<file path="config.mk">
export PLATFORM = sky130hd
export DESIGN_NAME = fetch_unit
export DESIGN_NICKNAME = d
export VERILOG_FILES = /design/src/rtl/fetch_unit_pkg.sv /design/src/rtl/fetch_unit.sv
export SDC_FILE = /design/constraint.sdc
export NUM_CORES = 1
export LEC_CHECK = 0
export ABC_AREA = 1
export CAP_MARGIN = 20
export CORE_UTILIZATION = 46
export DETAILED_ROUTE_END_ITERATION = 8
export HOLD_SLACK_MARGIN = 0.02
export PLACE_DENSITY = 0.76
export SKIP_CTS_REPAIR_TIMING = 1
export SLEW_MARGIN = 20
export SYNTH_ARGS = -nofsm -noshare
export SYNTH_HDL_FRONTEND = slang
export SYNTH_SLANG_ARGS = --single-unit
</file>
<file path="constraint.sdc">
create_clock -name clk -period 1.55 [get_ports clk]
set_input_delay 0.2325 -clock clk [delete_from_list [all_inputs] [get_ports clk]]
set_output_delay 0.2325 -clock clk [all_outputs]
set_load 0.02 [all_outputs]
</file>
<file path="src/rtl/fetch_unit_pkg.sv">
// Shared core definitions for the fetch stage.
// State encoding, word width and reset/bubble constants.
package fetch_unit_pkg;

  localparam int XLEN = 32;

  localparam logic [XLEN-1:0] DEFAULT_RESET_PC = 32'h0000_0000;
  localparam logic [XLEN-1:0] DEFAULT_NOP_INSN = 32'h0000_0013;

  typedef enum logic [1:0] {
    IDLE   = 2'd0,
    PRIME  = 2'd1,
    STREAM = 2'd2
  } fetch_state_t;

  function automatic logic [XLEN-1:0] pc_inc(
    input logic [XLEN-1:0] a
  );
    return a + 32'd4;
  endfunction

endpackage

</file>
<file path="src/rtl/fetch_unit.sv">
// Instruction fetch: PC, 1-cycle imem, skid buffer.
// Redirects squash in-flight words and cost two bubbles.
module fetch_unit
  import fetch_unit_pkg::*;
#(
  parameter logic [XLEN-1:0] RESET_PC = DEFAULT_RESET_PC,
  parameter logic [XLEN-1:0] NOP_INSN = DEFAULT_NOP_INSN
) (
  input  logic            clk,
  input  logic            reset,
  input  logic            run,
  input  logic            stall,
  input  logic            redirect_en,
  input  logic [XLEN-1:0] redirect_pc,
  output logic [XLEN-1:0] imem_addr,
  input  logic [XLEN-1:0] imem_rdata,
  output logic [XLEN-1:0] insn,
  output logic [XLEN-1:0] pc,
  output logic            run_out
);

  fetch_state_t state, state_n;

  logic [XLEN-1:0] fetch_pc;
  logic [XLEN-1:0] rsp_pc;
  logic            rsp_valid;
  logic [XLEN-1:0] hold_insn;
  logic            hold_valid;

  logic [XLEN-1:0] target;
  logic [XLEN-1:0] rewind_pc;
  logic [XLEN-1:0] src;

  assign imem_addr = fetch_pc;
  assign target    = redirect_pc & ~32'h3;
  assign src       = hold_valid ? hold_insn : imem_rdata;

  // Unconsumed output is refetched first, else the in-flight word.
  assign rewind_pc = (run_out && stall) ? pc
                   : rsp_valid          ? rsp_pc
                   :                      fetch_pc;

  always_comb begin
    state_n = state;
    if (redirect_en) begin
      state_n = run ? PRIME : IDLE;
    end else if (!run) begin
      state_n = IDLE;
    end else begin
      unique case (state)
        IDLE, PRIME: state_n = STREAM;
        STREAM:      state_n = STREAM;
        default:     state_n = IDLE;
      endcase
    end
  end

  always_ff @(posedge clk) begin
    if (reset) state <= IDLE;
    else       state <= state_n;
  end

  always_ff @(posedge clk) begin
    if (reset) begin
      fetch_pc   <= RESET_PC;
      rsp_pc     <= '0;
      rsp_valid  <= 1'b0;
      hold_insn  <= '0;
      hold_valid <= 1'b0;
      insn       <= NOP_INSN;
      pc         <= '0;
      run_out    <= 1'b0;
    end else if (redirect_en) begin
      fetch_pc   <= target;
      rsp_valid  <= 1'b0;
      hold_valid <= 1'b0;
      run_out    <= 1'b0;
      insn       <= NOP_INSN;
    end else if (!run) begin
      if (state != IDLE) begin
        fetch_pc   <= rewind_pc;
        rsp_valid  <= 1'b0;
        hold_valid <= 1'b0;
        run_out    <= 1'b0;
        insn       <= NOP_INSN;
      end
    end else begin
      unique case (state)
        IDLE, PRIME: begin
          rsp_pc    <= fetch_pc;
          rsp_valid <= 1'b1;
          fetch_pc  <= pc_inc(fetch_pc);
        end
        STREAM: begin
          if (stall) begin
            // imem moves on next cycle; keep the word for rsp_pc.
            if (!hold_valid) begin
              hold_insn  <= imem_rdata;
              hold_valid <= 1'b1;
            end
          end else begin
            insn       <= src;
            pc         <= rsp_pc;
            run_out    <= 1'b1;
            hold_valid <= 1'b0;
            rsp_pc     <= fetch_pc;
            fetch_pc   <= pc_inc(fetch_pc);
          end
        end
        default: ;
      endcase
    end
  end

endmodule

</file>
# Word level (Yosys, flattened, before mapping)
# Cells that the tools add are included.
[totals]
output_inout_bits = 97
latchBits = 0
in_bits = 69
n_memories = 0
reg_bits = 165
rom_bits = 0
wordCells = 69
ramBits = 0
[op_classes]
addsub = 1
bitwise = 2
muxes = 27
div_mod_pow = 0
order_cmp = 0
n_mul = 0
eq_ne = 10
shifts = 0
reduce_logical = 19
[ops]
columns = ["operator", "count"]
rows = [
  ["$mux W32", 12],
  ["$pmux W32 S2", 2],
  ["$add A32 B3 Y32 const B", 1],
  ["$reduce_and A4 Y1", 5],
  ["$mux W1", 10],
  ["$mux W2", 3],
  ["$reduce_bool A2 Y1", 3],
  ["$reduce_bool A3 Y1", 2],
  ["$ne A2 B1 Y1 const B", 2],
  ["$ne A2 B2 Y1 const B", 2],
  ["$ne A4 B1 Y1 const B", 1],
  ["$ne A4 B4 Y1 const B", 1],
  ["$reduce_and A2 Y1", 2],
  ["$reduce_bool A4 Y1", 1],
  ["$reduce_or A2 Y1", 2],
  ["$ne A3 B1 Y1 const B", 1],
  ["$ne A3 B3 Y1 const B", 1],
  ["$reduce_and A3 Y1", 1],
  ["$reduce_or A3 Y1", 1],
  ["$eq A2 B1 Y1 const B", 1],
  ["$eq A2 B2 Y1 const B", 1],
  ["$logic_not A2 Y1", 1],
  ["$not A1 Y1", 2],
  ["$logic_and A1 B1 Y1", 1],
]

# Longest topological paths before layout
[depth]
ltp_word = 5
depth_mapped = 11
mapped_depth_nobuf = 11

# Worst setup path before layout
# OpenSTA, ideal clock, no wires.
[synth_path]
kind = "register to register"
startpoint = "register fetch_pc[3], in the netlist imem_addr[3]"
endpoint = "register fetch_pc[12], in the netlist imem_addr[12]"
slack_ns = -0.180
t_required_ns = 1.418
arrival_time_ns = 1.598
period_less_slack_ns = 1.730
path_stages_with_launch = 11
setup_time_ns = 0.132
path_cell_list = "dfxtp_1 -> ha_1 -> nand2_1 -> nor2_2 -> nand2_1 -> nor2_1 -> nand2_1 -> nand3_1 -> nand3_1 -> nand2_1 -> a21oi_1"
[synth_between]
elab_chain_cells = 5
[synth_lines]
columns = ["element", "line_no", "source"]
rows = [
  ["start, declared", "fetch_unit.sv:24", "logic [XLEN-1:0] fetch_pc;"],
  ["start signal, assigned", "fetch_unit.sv:74", "fetch_pc <= target;"],
  ["start signal, assigned", "fetch_unit.sv:81", "fetch_pc <= rewind_pc;"],
  ["start signal, assigned", "fetch_unit.sv:92", "fetch_pc <= pc_inc(fetch_pc);"],
  ["$add A32 B3 Y32 (*)", "fetch_unit_pkg.sv:19", "return a + 32'd4;"],
  ["$mux W32", "fetch_unit.sv:95", "if (stall) begin"],
  ["$pmux W32 S2 (*)", "fetch_unit.sv:88", "unique case (state)"],
  ["$mux W32 (*)", "fetch_unit.sv:79", "end else if (!run) begin"],
  ["$mux W32 (*)", "fetch_unit.sv:73", "end else if (redirect_en) begin"],
]
# Every way passes the cells marked *; elsewhere a longest branch is shown, timed or not. The select of a mux whose other input is x is not followed.
# A chain may end at the register's enable or synchronous reset.

# Worst setup path in the final report
[layout_path]
startpoint = "register fetch_pc[2], in the netlist imem_addr[2]"
endpoint = "register fetch_pc[18], in the netlist imem_addr[18]"
# The elaborated chain is that of the path after synthesis.

==> results.toml <==
[pwr]
power_density_nw_per_um2 = 890
p_leak_uw = 0.00607
finalPower_uw = 9990
peakVddDrop_mv = 0.863

[cts]
clk_path_buf_depth = 2
worstSkewPairLatency_ps = 430
cts-buffers-inserted = 17
cts.clk_slew.worst_paths_ps = 60
htreeDepth = 4
cts_tree = "done"
cts.sinks = 165
cts_root_buffer = "clkbuf_16"

[worst_hold_path]
hold_class = "reg2reg"
holdPathStages = 2
hp-start = "hold_insn[8]"

[synth]
synthDistinctLibCells = 32
synth_top_area_cell = "dfxtp_1"
synth_fp_nets = 1235
yosysTopAreaCellShare_pct = 43.0
ys_warn_count = 0
ys.flop_type = "dfxtp_1"
synth.avg_cell_area_um2 = 6.59
syn_area_um2 = 7680
synth_area_leaders = "dfxtp_1, nand2_1, o21ai_0, nor2_1, a21oi_1"
synth-edff-count = 0
synthArstFlopShare_pct = 0
seq_area_frac_synth_pct = 43.0
synthCells = 1165
ys_seq_elements = 165

[detailed_routing]
drt_pre_antenna_iters = 5
dr.first_iter.drc_count = 636
avgViaCountPerCell = 5.18
via_count = 8328
wl_per_cell_um = 14.6
wl_um = 23500
drc_errors = 0
drtAntennaViolNets = 0

[critical_path]
slowest_stage = "dfxtp_4"
cp_slowest_stage_delay_ps = 380
crit_chain = "ha_4 > nand2_4 > nor2_4 > nand2_4 > nor2_4 > buf_4 > xor2_1 > o21ai_0 > a21oi_1"
cp_max_fo = 5
crit_path_start_kind = "flip-flop"
reg2reg_from = "imem_addr[2]"
crit_cells = 9
cp.required_ps = 1900
rr_worst_depth = 9
setup.worst_path.start = "imem_addr[2]"
worst-setup-path-type = "reg2reg"
cp-end-kind = "flip-flop"
cp_num_buf_inv = 1
cp_top_family = "simple AND/OR/NAND/NOR gates"
worst_ep_arrival_time_ps = 1950

[floorplanning]
rows = 46
core_um2 = 16100
die_h_um = 131
ioPinCount = 166
start_util_pct = 47.7
die_width_um = 131
die-area_um2 = 17200

[global_routing]
grt_antenna_before_repair = 0
grt_remaining_overflow = 0
grt_pass1_vias = 7338
grt_pass1_wl_um = 36700
grt_max_degree = 41
track_usage_pct = 26.4

[finish]
drive_gt1_share_pct = 15.0
antenna_cells = 0
final_nets = 1450
synthToLayoutAreaGrowth_pct = 46.1
postLayoutCellArea_um2 = 11200

[timing]
min_period_ps = 1600
timing.fmax_mhz = 624
report.final.setup_viol = 2
min_period_over_period_pct = 103
rsz0062_at_grt = "true"
finalHoldViolCount = 0
worst_pin_slew_ps = 368
skew_ps = 10.6
layout_setup_ws_ps = -52.1
final_max_slew_viol_count = 0
max_slew_margin_pct = 75.3

[placement]
gp_congestion = 0.926
post-place-ws_ps = -296
port_buffers = 163
place_area_um2 = 10200
dp_hpwl_um = 15900

[status]
outcome = "finished, violations left"
violations = "setup timing"

[job]
max_cap_viol_count = 0
-- report_power, final --
| part | switching (uW) | leakage, uW | total [uW] | internal (uW) |
|---|---|---|---|---|
| registers | 149 | 0.00135 | 4550 | 4400 |
| clock network | 1720 | 0.000263 | 4000 | 2280 |
| logic | 776 | 0.00445 | 1440 | 667 |
| total | 2650 | 0.00607 | 9990 | 7350 |
-- layout by cell type, fill, tap and decap left out, drive strengths merged, types with 2 or more instances in the layout --
cell	count
nor3	2
xor2	3
o21ai	196
clkinv	6
a21oi	96
nand4	5
nand3	61
inv	109
clkbuf	19
dfxtp	165
and2	2
a211oi	2
buf	102
o21bai	2
clkdlybuf4s50	66
dlymetal6s2s	96
nand2	247
o211ai	6
clkinvlp	6
a31oi	2
nor2	194
-- path summary, 6_finish.rpt --
kind,to,slack (ps)
worst max register to register,imem_addr[18],-50
worst min-delay path,hold_insn[8],450
worst max-delay path,imem_addr[18],-50
worst min register to register,hold_insn[8],450
-- cells in the mapped netlist, types with 5 or more instances --
| cell | n |
|---|---|
| clkbuf_1 | 53 |
| dfxtp_1 | 165 |
| buf_2 | 8 |
| o21ai_1 | 25 |
| inv_1 | 106 |
| o211ai_1 | 6 |
| a21oi_1 | 96 |
| nor2_2 | 7 |
| o21ai_0 | 171 |
| nor2_1 | 187 |
| nand3_1 | 61 |
| nand4_1 | 5 |
| nand2_1 | 245 |
-- sequential cells by signal (all words and copies together), names as in the netlist, named ones only --
| register | count |
|---|---|
| rsp_valid | 1 |
| pc | 32 |
| imem_addr | 30 |
| insn | 32 |
| hold_insn | 32 |
| run_out | 1 |
| hold_valid | 1 |
| rsp_pc | 32 |
| state | 2 |
-- through the flow --
| step | TNS (ps) | instances | hold slack, ps | utilization (%) |
|---|---|---|---|---|
| 3_3_place_gp | -27730 | 1570 | 436 | 63.1 |
| 5_1_grt | -615 | 1609 | 464 | 69.6 |
| 2_1_floorplan | 0 | 1165 | 374 | - |
| 4_1_cts | -12070 | 1602 | 444 | 66.6 |
| 6_report | -57.4 | 1609 | 449 | 69.6 |
| 3_5_place_dp | -32150 | 1570 | 442 | 63.1 |
-- layout make-up --
class                      count  area [um2]
timing repair buffer         264        2760
fill                        1322        4890
sequential                   165        3340
multi-input combinational    823        3880
inverter                     109         409
clock inverter                13         109
clock buffer                  19         453
tap                          216         270
-- logic make-up (layout without fill, tap and decap cells) --
group	count (synthesis)	count (layout)	synth area share, %
AO/OA/AOI/OAI	306	306	20.5
adder cells (fa/ha/maj)	1	1	0.163
XOR/XNOR	3	3	0.342
buffers and inverters	177	405	8.98
flip-flops	165	165	43.0
AND/OR/NAND/NOR	513	513	27.0
-- layer usage --
metal,vias up,GRT usage [%],share of wire [%]
met3,48,4.24,7.5
met2,344,41.7,46
li1,4192,-,-
met5,-,0,0
met1,3744,35.8,44
met4,0,10.5,2.1
-- tightest hold or removal path, stage by stage, from the launching register on --
cell and delay, ps:
dfxtp_1 300, inv_1 60, a21oi_1 50
Note: power is estimated with default switching activity, not from simulation.
